File: src/rtl/mem_stage_unit_pkg.sv
// Shared settings for the memory stage: datapath widths, the WB-side bundle
// type and the data-memory address helper.
//   WORD_WIDTH      : width of ALU results, addresses and memory data
//   REG_FILE_DEPTH  : width of the destination-register index
package mem_stage_unit_pkg;

   localparam int WORD_WIDTH     = 32;
   localparam int REG_FILE_DEPTH = 4;

   typedef struct packed {
      logic [REG_FILE_DEPTH-1:0] dst;
      logic [WORD_WIDTH-1:0]     alu_res;
      logic [WORD_WIDTH-1:0]     mem_result;
      logic                      mem_read;
      logic                      wb_en;
   } wb_bus_t;

   // Word-aligned data-memory address: ALU result minus the memory base offset.
   function automatic logic [WORD_WIDTH-1:0] calc_mem_addr(
      input logic [WORD_WIDTH-1:0] alu_res,
      input logic [WORD_WIDTH-1:0] offset
   );
      logic [WORD_WIDTH-1:0] addr;
      addr      = alu_res - offset;
      addr[1:0] = 2'b00;
      return addr;
   endfunction

endpackage

File: src/rtl/mem_stage_unit_wb_reg.sv
// MEM/WB pipeline register.
//   clk, rst : clock and synchronous active-high reset
//   bubble   : 1 = insert a bubble (clear WB enable and load select, hold the rest)
//   d        : next WB bundle
//   q        : registered WB bundle
module mem_wb_reg
   import mem_stage_unit_pkg::*;
(
   input  logic    clk,
   input  logic    rst,
   input  logic    bubble,
   input  wb_bus_t d,
   output wb_bus_t q
);

   always_ff @(posedge clk) begin
      if (rst) begin
         q <= '0;
      end else if (bubble) begin
         q.wb_en    <= 1'b0;
         q.mem_read <= 1'b0;
      end else begin
         q <= d;
      end
   end

endmodule

File: src/rtl/mem_stage_unit.sv
// Memory pipeline stage with a request/ack data-memory port.
// A load or store freezes the upstream pipeline while the request is
// outstanding; a watchdog aborts an access that is never acknowledged.
//   clk, rst                      : clock, synchronous active-high reset
//   dst_in .. WB_en_in            : instruction from the EXE/MEM register
//   mem_req/we/addr/wdata         : request to data memory (valid only while busy)
//   mem_rdata, mem_ack            : memory response
//   freeze                        : stall PC, IF/ID, ID/EXE and EXE/MEM registers
//   dst_out .. WB_en_out          : MEM/WB register outputs
//   err_out                       : sticky access-timeout flag
//
// state | meaning
// IDLE  | no access in flight; accepts a load/store from the pipeline
// BUSY  | request outstanding, waiting for mem_ack or timeout
// DONE  | access finished; pipeline released for one cycle, WB loads the result
module mem_stage_unit
   import mem_stage_unit_pkg::*;
#(
   parameter int unsigned ADDR_OFFSET = 1024,
   parameter int unsigned TIMEOUT     = 255
) (
   input  logic                      clk,
   input  logic                      rst,
   input  logic [REG_FILE_DEPTH-1:0] dst_in,
   input  logic [WORD_WIDTH-1:0]     ALU_res_in,
   input  logic [WORD_WIDTH-1:0]     val_Rm_in,
   input  logic                      mem_read_in,
   input  logic                      mem_write_in,
   input  logic                      WB_en_in,
   output logic                      mem_req,
   output logic                      mem_we,
   output logic [WORD_WIDTH-1:0]     mem_addr,
   output logic [WORD_WIDTH-1:0]     mem_wdata,
   input  logic [WORD_WIDTH-1:0]     mem_rdata,
   input  logic                      mem_ack,
   output logic                      freeze,
   output logic [REG_FILE_DEPTH-1:0] dst_out,
   output logic [WORD_WIDTH-1:0]     ALU_res_out,
   output logic [WORD_WIDTH-1:0]     mem_result_out,
   output logic                      mem_read_out,
   output logic                      WB_en_out,
   output logic                      err_out
);

   localparam logic [1:0] ST_IDLE = 2'd0;
   localparam logic [1:0] ST_BUSY = 2'd1;
   localparam logic [1:0] ST_DONE = 2'd2;

   localparam int CNT_W = (TIMEOUT < 2) ? 1 : $clog2(TIMEOUT + 1);

   logic [1:0]            state;
   logic [CNT_W-1:0]      wait_cnt;
   logic                  armed;
   logic [WORD_WIDTH-1:0] addr_q;
   logic [WORD_WIDTH-1:0] wdata_q;
   logic                  we_q;
   logic                  is_read_q;
   logic [WORD_WIDTH-1:0] rdata_q;
   logic                  err_q;

   logic    start;
   logic    busy;
   logic    timeout_hit;
   wb_bus_t wb_d;
   wb_bus_t wb_q;

   // The cycle right after reset never starts an access, so freeze and
   // mem_req are guaranteed low then even if the upstream inputs lag.
   assign start       = (state == ST_IDLE) && armed && (mem_read_in || mem_write_in);
   assign busy        = (state == ST_BUSY);
   // Terminal count: this no-ack BUSY cycle is the TIMEOUT-th one.
   assign timeout_hit = (wait_cnt == CNT_W'(TIMEOUT - 1));

   assign freeze    = start || busy;
   assign mem_req   = busy;
   assign mem_we    = busy && we_q;
   assign mem_addr  = busy ? addr_q  : '0;
   assign mem_wdata = busy ? wdata_q : '0;
   assign err_out   = err_q;

   always_ff @(posedge clk) begin
      if (rst) begin
         state     <= ST_IDLE;
         wait_cnt  <= '0;
         armed     <= 1'b0;
         addr_q    <= '0;
         wdata_q   <= '0;
         we_q      <= 1'b0;
         is_read_q <= 1'b0;
         rdata_q   <= '0;
         err_q     <= 1'b0;
      end else begin
         armed <= 1'b1;
         case (state)
            ST_IDLE: begin
               if (start) begin
                  addr_q    <= calc_mem_addr(ALU_res_in, WORD_WIDTH'(ADDR_OFFSET));
                  wdata_q   <= val_Rm_in;
                  // A simultaneous read and write request is executed as a write.
                  we_q      <= mem_write_in;
                  is_read_q <= mem_read_in && !mem_write_in;
                  rdata_q   <= '0;
                  wait_cnt  <= '0;
                  state     <= ST_BUSY;
               end
            end
            ST_BUSY: begin
               if (mem_ack) begin
                  if (is_read_q) begin
                     rdata_q <= mem_rdata;
                  end
                  state <= ST_DONE;
               end else if (timeout_hit) begin
                  rdata_q <= '0;
                  err_q   <= 1'b1;
                  state   <= ST_DONE;
               end else begin
                  wait_cnt <= wait_cnt + CNT_W'(1);
               end
            end
            ST_DONE: begin
               state <= ST_IDLE;
            end
            default: begin
               state <= ST_IDLE;
            end
         endcase
      end
   end

   // The EXE/MEM register is still frozen during DONE, so the live inputs
   // still describe the finished memory instruction when WB loads it.
   always_comb begin
      wb_d            = '0;
      wb_d.dst        = dst_in;
      wb_d.alu_res    = ALU_res_in;
      wb_d.mem_result = (state == ST_DONE) ? rdata_q : '0;
      wb_d.mem_read   = mem_read_in;
      wb_d.wb_en      = WB_en_in;
   end

   mem_wb_reg u_mem_wb_reg (
      .clk    (clk),
      .rst    (rst),
      .bubble (freeze),
      .d      (wb_d),
      .q      (wb_q)
   );

   assign dst_out        = wb_q.dst;
   assign ALU_res_out    = wb_q.alu_res;
   assign mem_result_out = wb_q.mem_result;
   assign mem_read_out   = wb_q.mem_read;
   assign WB_en_out      = wb_q.wb_en;

endmodule

File: config.mk
export PLATFORM = sky130hd
export DESIGN_NAME = mem_stage_unit
export DESIGN_NICKNAME = d
export VERILOG_FILES = /design/src/rtl/mem_stage_unit_pkg.sv /design/src/rtl/mem_stage_unit_wb_reg.sv /design/src/rtl/mem_stage_unit.sv
export SDC_FILE = /design/constraint.sdc
export NUM_CORES = 1
export LEC_CHECK = 0
export ABC_AREA = 1
export BUFFER_PORTS_ARGS = -buffer_cell sky130_fd_sc_hd__buf_2
export CAP_MARGIN = 0
export CORE_MARGIN = 2
export CORE_UTILIZATION = 50
export CTS_BUF_LIST = sky130_fd_sc_hd__clkbuf_8
export DETAILED_ROUTE_END_ITERATION = 6
export GPL_ROUTABILITY_DRIVEN = 0
export PLACE_DENSITY = 0.78
export SLEW_MARGIN = 20
export SYNTH_ARGS = -nofsm -noshare
export SYNTH_HDL_FRONTEND = slang
export SYNTH_SLANG_ARGS = --single-unit
File: constraint.sdc
create_clock -name clk -period 1.5 [get_ports clk]
set_input_delay 0 -clock clk [delete_from_list [all_inputs] [get_ports clk]]
set_output_delay 0 -clock clk [all_outputs]
set_load 0.05 [all_outputs]
After elaboration in Yosys (flattened, before gate mapping)
Cells that the tools add are included.
- $add $sub $neg: 2
- equal/unequal tests: 8
- mux-type cells: 17
- bitwise logic cells: 1
- reductions and logical operators: 15
- operators with widths (operator ; number):
    32-bit two-way mux ; 7
    32-bit case mux with 2 select lines ; 1
    32-bit by 11-bit subtractor with 32-bit output, second input constant ; 1
    8-bit two-way mux ; 3
    8-bit case mux with 2 select lines ; 1
    8-bit by 1-bit adder with 8-bit output, second input constant ; 1
    8-bit equality test, second input constant ; 1
    4-bit AND reduction ; 2
    2-bit two-way mux ; 3
    2-bit inequality test, second input constant ; 3
    1-bit logical AND ; 4
    2-bit case mux with 2 select lines ; 1
    2-bit AND reduction ; 2
    3-bit by 2-bit inequality test with 1-bit output, second input constant ; 1
    3-bit inequality test, second input constant ; 1
    3-bit AND reduction ; 1
    2-bit by 1-bit equality test with 1-bit output, second input constant ; 1
    2-bit equality test, second input constant ; 1
    2-bit logical NOT ; 1
    1-bit logical OR ; 2
    2-bit nonzero test ; 1
    2-bit OR reduction ; 1
    1-bit logical NOT ; 1
    1-bit two-way mux ; 1
    1-bit NOT ; 1
- register bits: 178
- input port bits: 106
- output and inout bits: 138
- word-level logic and storage cells: 57

Logic depth before layout (Yosys ltp)
- word-level depth: 5
- mapped depth: 11
- depth with buffers taken out: 11

Modules after synthesis
From an unflattened synthesis, not the netlist that was laid out.
- cell total of the unflattened synthesis: 1344
- area total of the unflattened synthesis: 8454.4 µm²
- by module, submodules not included (module ; times used ; cells an instance ; area each (µm²) ; seq. area each (µm²)):
    mem_stage_unit ; 1 ; 909 ; 5609.1 ; 2162.1
    mem_wb_reg ; 1 ; 435 ; 2845.2 ; 1401.3

Worst setup path before layout
OpenSTA, ideal clock, no wires.
- path kind: reg2out
- from: register state[1]
- to: output mem_addr[10]
- data arrival time: 1.539 ns
- data required time: 1.500 ns
- setup slack: -0.039 ns
- cell stages (with the launch flop): 6
- buffers on the path: 2
- cell sequence: dfxtp_1 > inv_2 > nand2_4 > clkbuf_1 > clkbuf_1 > nor2_1
- word-level cells in the longest chain between the ends: 2
- ends and longest elaborated chain (element ; line ; source):
    start: declaration ; mem_stage_unit.sv:51 ; logic [1:0] state;
    start signal: assignment ; mem_stage_unit.sv:83 ; state <= ST_IDLE;
    start signal: assignment ; mem_stage_unit.sv:104 ; state <= ST_BUSY;
    start signal: assignment ; mem_stage_unit.sv:112 ; state <= ST_DONE;
    2-bit by 1-bit equality test with 1-bit output ; mem_stage_unit.sv:70 ; assign busy = (state == ST_BUSY);
    32-bit two-way mux ; mem_stage_unit.sv:77 ; assign mem_addr = busy ? addr_q : '0;
    end: declaration ; mem_stage_unit.sv:32 ; output logic [WORD_WIDTH-1:0] mem_addr,
No other way between the ends.

Worst setup path after layout
- from: register state[1]
- to: output mem_wdata[27]
- word-level cells in the longest chain between the ends: 2
- ends and longest elaborated chain (element ; line ; source):
    2-bit by 1-bit equality test with 1-bit output ; mem_stage_unit.sv:70 ;
    32-bit two-way mux ; mem_stage_unit.sv:78 ; assign mem_wdata = busy ? wdata_q : '0;
    end: declaration ; mem_stage_unit.sv:33 ; output logic [WORD_WIDTH-1:0] mem_wdata,
No other way between the ends.

==> metrics.yaml <==
placement:
  hpwl_um: 14300
  portBuffers: 241
  dpl_cell_area_mm2: 0.00940
critical_path:
  slowest_delay_ns: 0.35
  crit_family: "buffers and inverters"
  crit_fanout: 7
  worstSetupPathType: "register to primary output"
  cp.required_ns: 1.50
  cp.arrival_ns: 1.68
  start_kind: "register"
  cp_slowest_cell: "dfxtp_2"
  crit_chain: "buf_6 > clkinv_8 > nand2_8 > buf_16 > nor2_4 > buf_8"
  reg2reg_slack_ns: -0.13
  endpoint_kind: "primary output"
  critPathBufInv: 4
drt:
  drtIter0Drc: 866
  wl_per_cell_um: 17.1
  drt-pass1-iter-count: 7
  drc: 0
  wirelength_met1_um: 10600
  top_layer: "met4"
  vias_per_cell: 5.41
  wl_met2_um: 14500
  via_count: 9378
  dr_wl_met3_um: 2430
  wl_um: 29600
  postRouteAntennaNets: 0
logic_synthesis:
  yosys_warnings: 0
  yosys-top-cells-count: "232 x nand2_1, 186 x nor2_1, 178 x dfxtp_1"
  synth_top_area_frac: 0.456
  syn_avg_cell_area_um2: 6.77
  yosysSeqAreaShare: 0.456
  synthTopCellsByArea: "dfxtp_1 46%, nand2_1 11%, nor2_1 8.9%, inv_1 8.4%, a21oi_1 7.6%"
  synth_most_common_cell: "nand2_1"
  synth_ff_type: "dfxtp_1"
  synth_cells: 1155
  synth_seq_cells: 178
  yosys.area.top_type: "dfxtp_1"
  async_reset_ff_frac: 0
  syn_area_mm2: 0.00782
  synth_edf_count: 0
  netlist-cell-type-count: 31
clocking:
  clock_latency_ns: 0.48
  cts_tree: "done"
  cts.path.max_buffers: 2
  cts_sinks: 178
  clockRootBuffer: "clkbuf_8"
  cts_buffers: 17
  htree_num_levels: 4
  clk_pin_slew_ns: 0.09
timing:
  rsz0062_at_grt: "yes"
  min_period_ns: 1.68
  worstMarginPinSlew_ns: 0.629
  final_hold_viol_count: 0
  relSlewSlack: 0.581
  clock_skew_ns: 0.0133
  timing.hold.ws_ns: 0.210
  finalCritPeriodShare: 1.12
  fmaxAchievable_mhz: 597
  finalSetupViolCount: 104
  layout_setup_ws_ns: -0.176
  slew_viol_final: 0
global_route:
  grt_overflow: 0
  grt_pass1_vias: 9050
  grt_max_degree: 85
  grt_pass1_wl_um: 42800
  grt_usage: 0.327
  antenna_found_initial: 1
power_and_ir_drop:
  ir_drop_mv: 0.677
  cellLeakagePower_nw: 5.49
  p_per_area_mw_per_mm2: 988
floorplanning:
  initial_utilization: 0.512
  die_w_um: 129
  num_io_pins: 244
  rows: 45
  die_area_mm2: 0.0166
  die_h_um: 129
  core_mm2: 0.0153
final_layout:
  final_core_util: 0.792
  fillers: 907
  final_nets: 1615
  drive_gt1_frac: 0.290
  design_area_mm2: 0.0121
  area_growth_pct: 54.6
run_status:
  status: "complete, but fails checks"
  violations: "negative setup slack"
flow_run:
  drv_cap: 0
min_path:
  hp-class: "primary input to register"
==> path summary, 6_finish.rpt <==
check,from,to,cells after the start
worst min-delay path,mem_read_in,wait_cnt[0],7
worst max register to register,state[1],rdata_q[13],11
worst min register to register,u_mem_wb_reg.q[5],u_mem_wb_reg.q[5],2
worst max-delay path,state[1],mem_wdata[27],6
==> cell families after synthesis <==
kind of cell,after synthesis,share of synthesized area
XOR/XNOR,7,0.00784
AND/OR/NAND/NOR,498,0.263
other,1,0.000480
buffers and inverters,248,0.125
AO/OA/AOI/OAI,220,0.143
flip-flops,178,0.456
adder cells (fa/ha/maj),3,0.00480
==> worst min-delay path: cells and delay by family <==
kind	cells	cell delay, ns
buf+inv	2	0.15
compound gates	1	0.05
simple gates	4	0.43
==> layout by cell type (no fill, tap or decap), types with 2 or more instances in the layout <==
master         count
nand2_1          219
dfxtp_1          176
buf_2            176
inv_1            167
a21oi_1          119
nor2_1           112
dlygate4sd3_1    105
o21ai_0           60
buf_6             56
nor2_2            42
nand4_1           37
nor2_4            35
o21ai_1           31
nand3_1           27
buf_4             27
clkbuf_8          20
buf_8             16
buf_12            12
inv_2              9
nand2_2            8
nand2_4            7
xor2_1             6
nor3_1             5
buf_16             5
o21ai_2            4
clkinvlp_4         4
inv_6              3
ha_1               3
clkinv_2           3
diode_2            2
nand2_8            2
nand3_4            2
a31oi_1            2
a211oi_1           2
conb_1             2
clkinv_4           2
clkbuf_16          2
dfxtp_2            2
==> metrics by stage <==
stage               std cells  total power [mW]  TNS (ns)  worst slack [ns]
detailed placement       1574              7.97         0            0.0323
global placement         1574              7.92         0            0.0865
global route             1731              12.4    -18.99            -0.258
finish                   1732              11.9     -8.27            -0.176
CTS                      1726              11.5     -6.25            -0.123
floorplan                1156              7.20     -2.49           -0.0387
==> registers in the layout, indices dropped and copies added (netlist names) <==
| name | count |
|---|---|
| wait_cnt | 8 |
| we_q | 1 |
| u_mem_wb_reg.q | 70 |
| wdata_q | 32 |
| addr_q | 30 |
| rdata_q | 32 |
| err_out | 1 |
| armed | 1 |
| state | 2 |
| is_read_q | 1 |
==> routing by layer <==
layer,global-route usage,up-vias
met5,0,-
met4,0.223,0
met3,0.0793,184
met2,0.570,620
met1,0.350,4269
li1,-,4305
==> power breakdown <==
group          internal (mW)  switching, mW
registers               5.13          0.199
logic                   1.26           2.26
clock network           1.28           1.82
total                   7.67           4.28
==> layout make-up <==
class / count / area, um2 / share of cell area
inverters: 178 / 688 / 0.0569
diodes: 2 / 5.00 / 0.000414
repair buffers: 399 / 3430 / 0.284
well taps: 211 / 264 / 0.0218
flip-flops and latches: 178 / 3570 / 0.295
clock inverters: 12 / 83.8 / 0.00694
clock buffers: 20 / 275 / 0.0228
multi-input cells: 732 / 3770 / 0.312
==> repair_timing <==
item / in CTS / in global routing
gates resized for setup: 224 / 128
setup endpoints to repair: 65 / 213
pin swaps: 6 / 16
setup buffers: 9 / 3
hold buffers: 105 / 0
gates cloned: 6 / 3
hold endpoints to repair: 134 / 0
No activity file was read; power rests on OpenSTA's default activity.
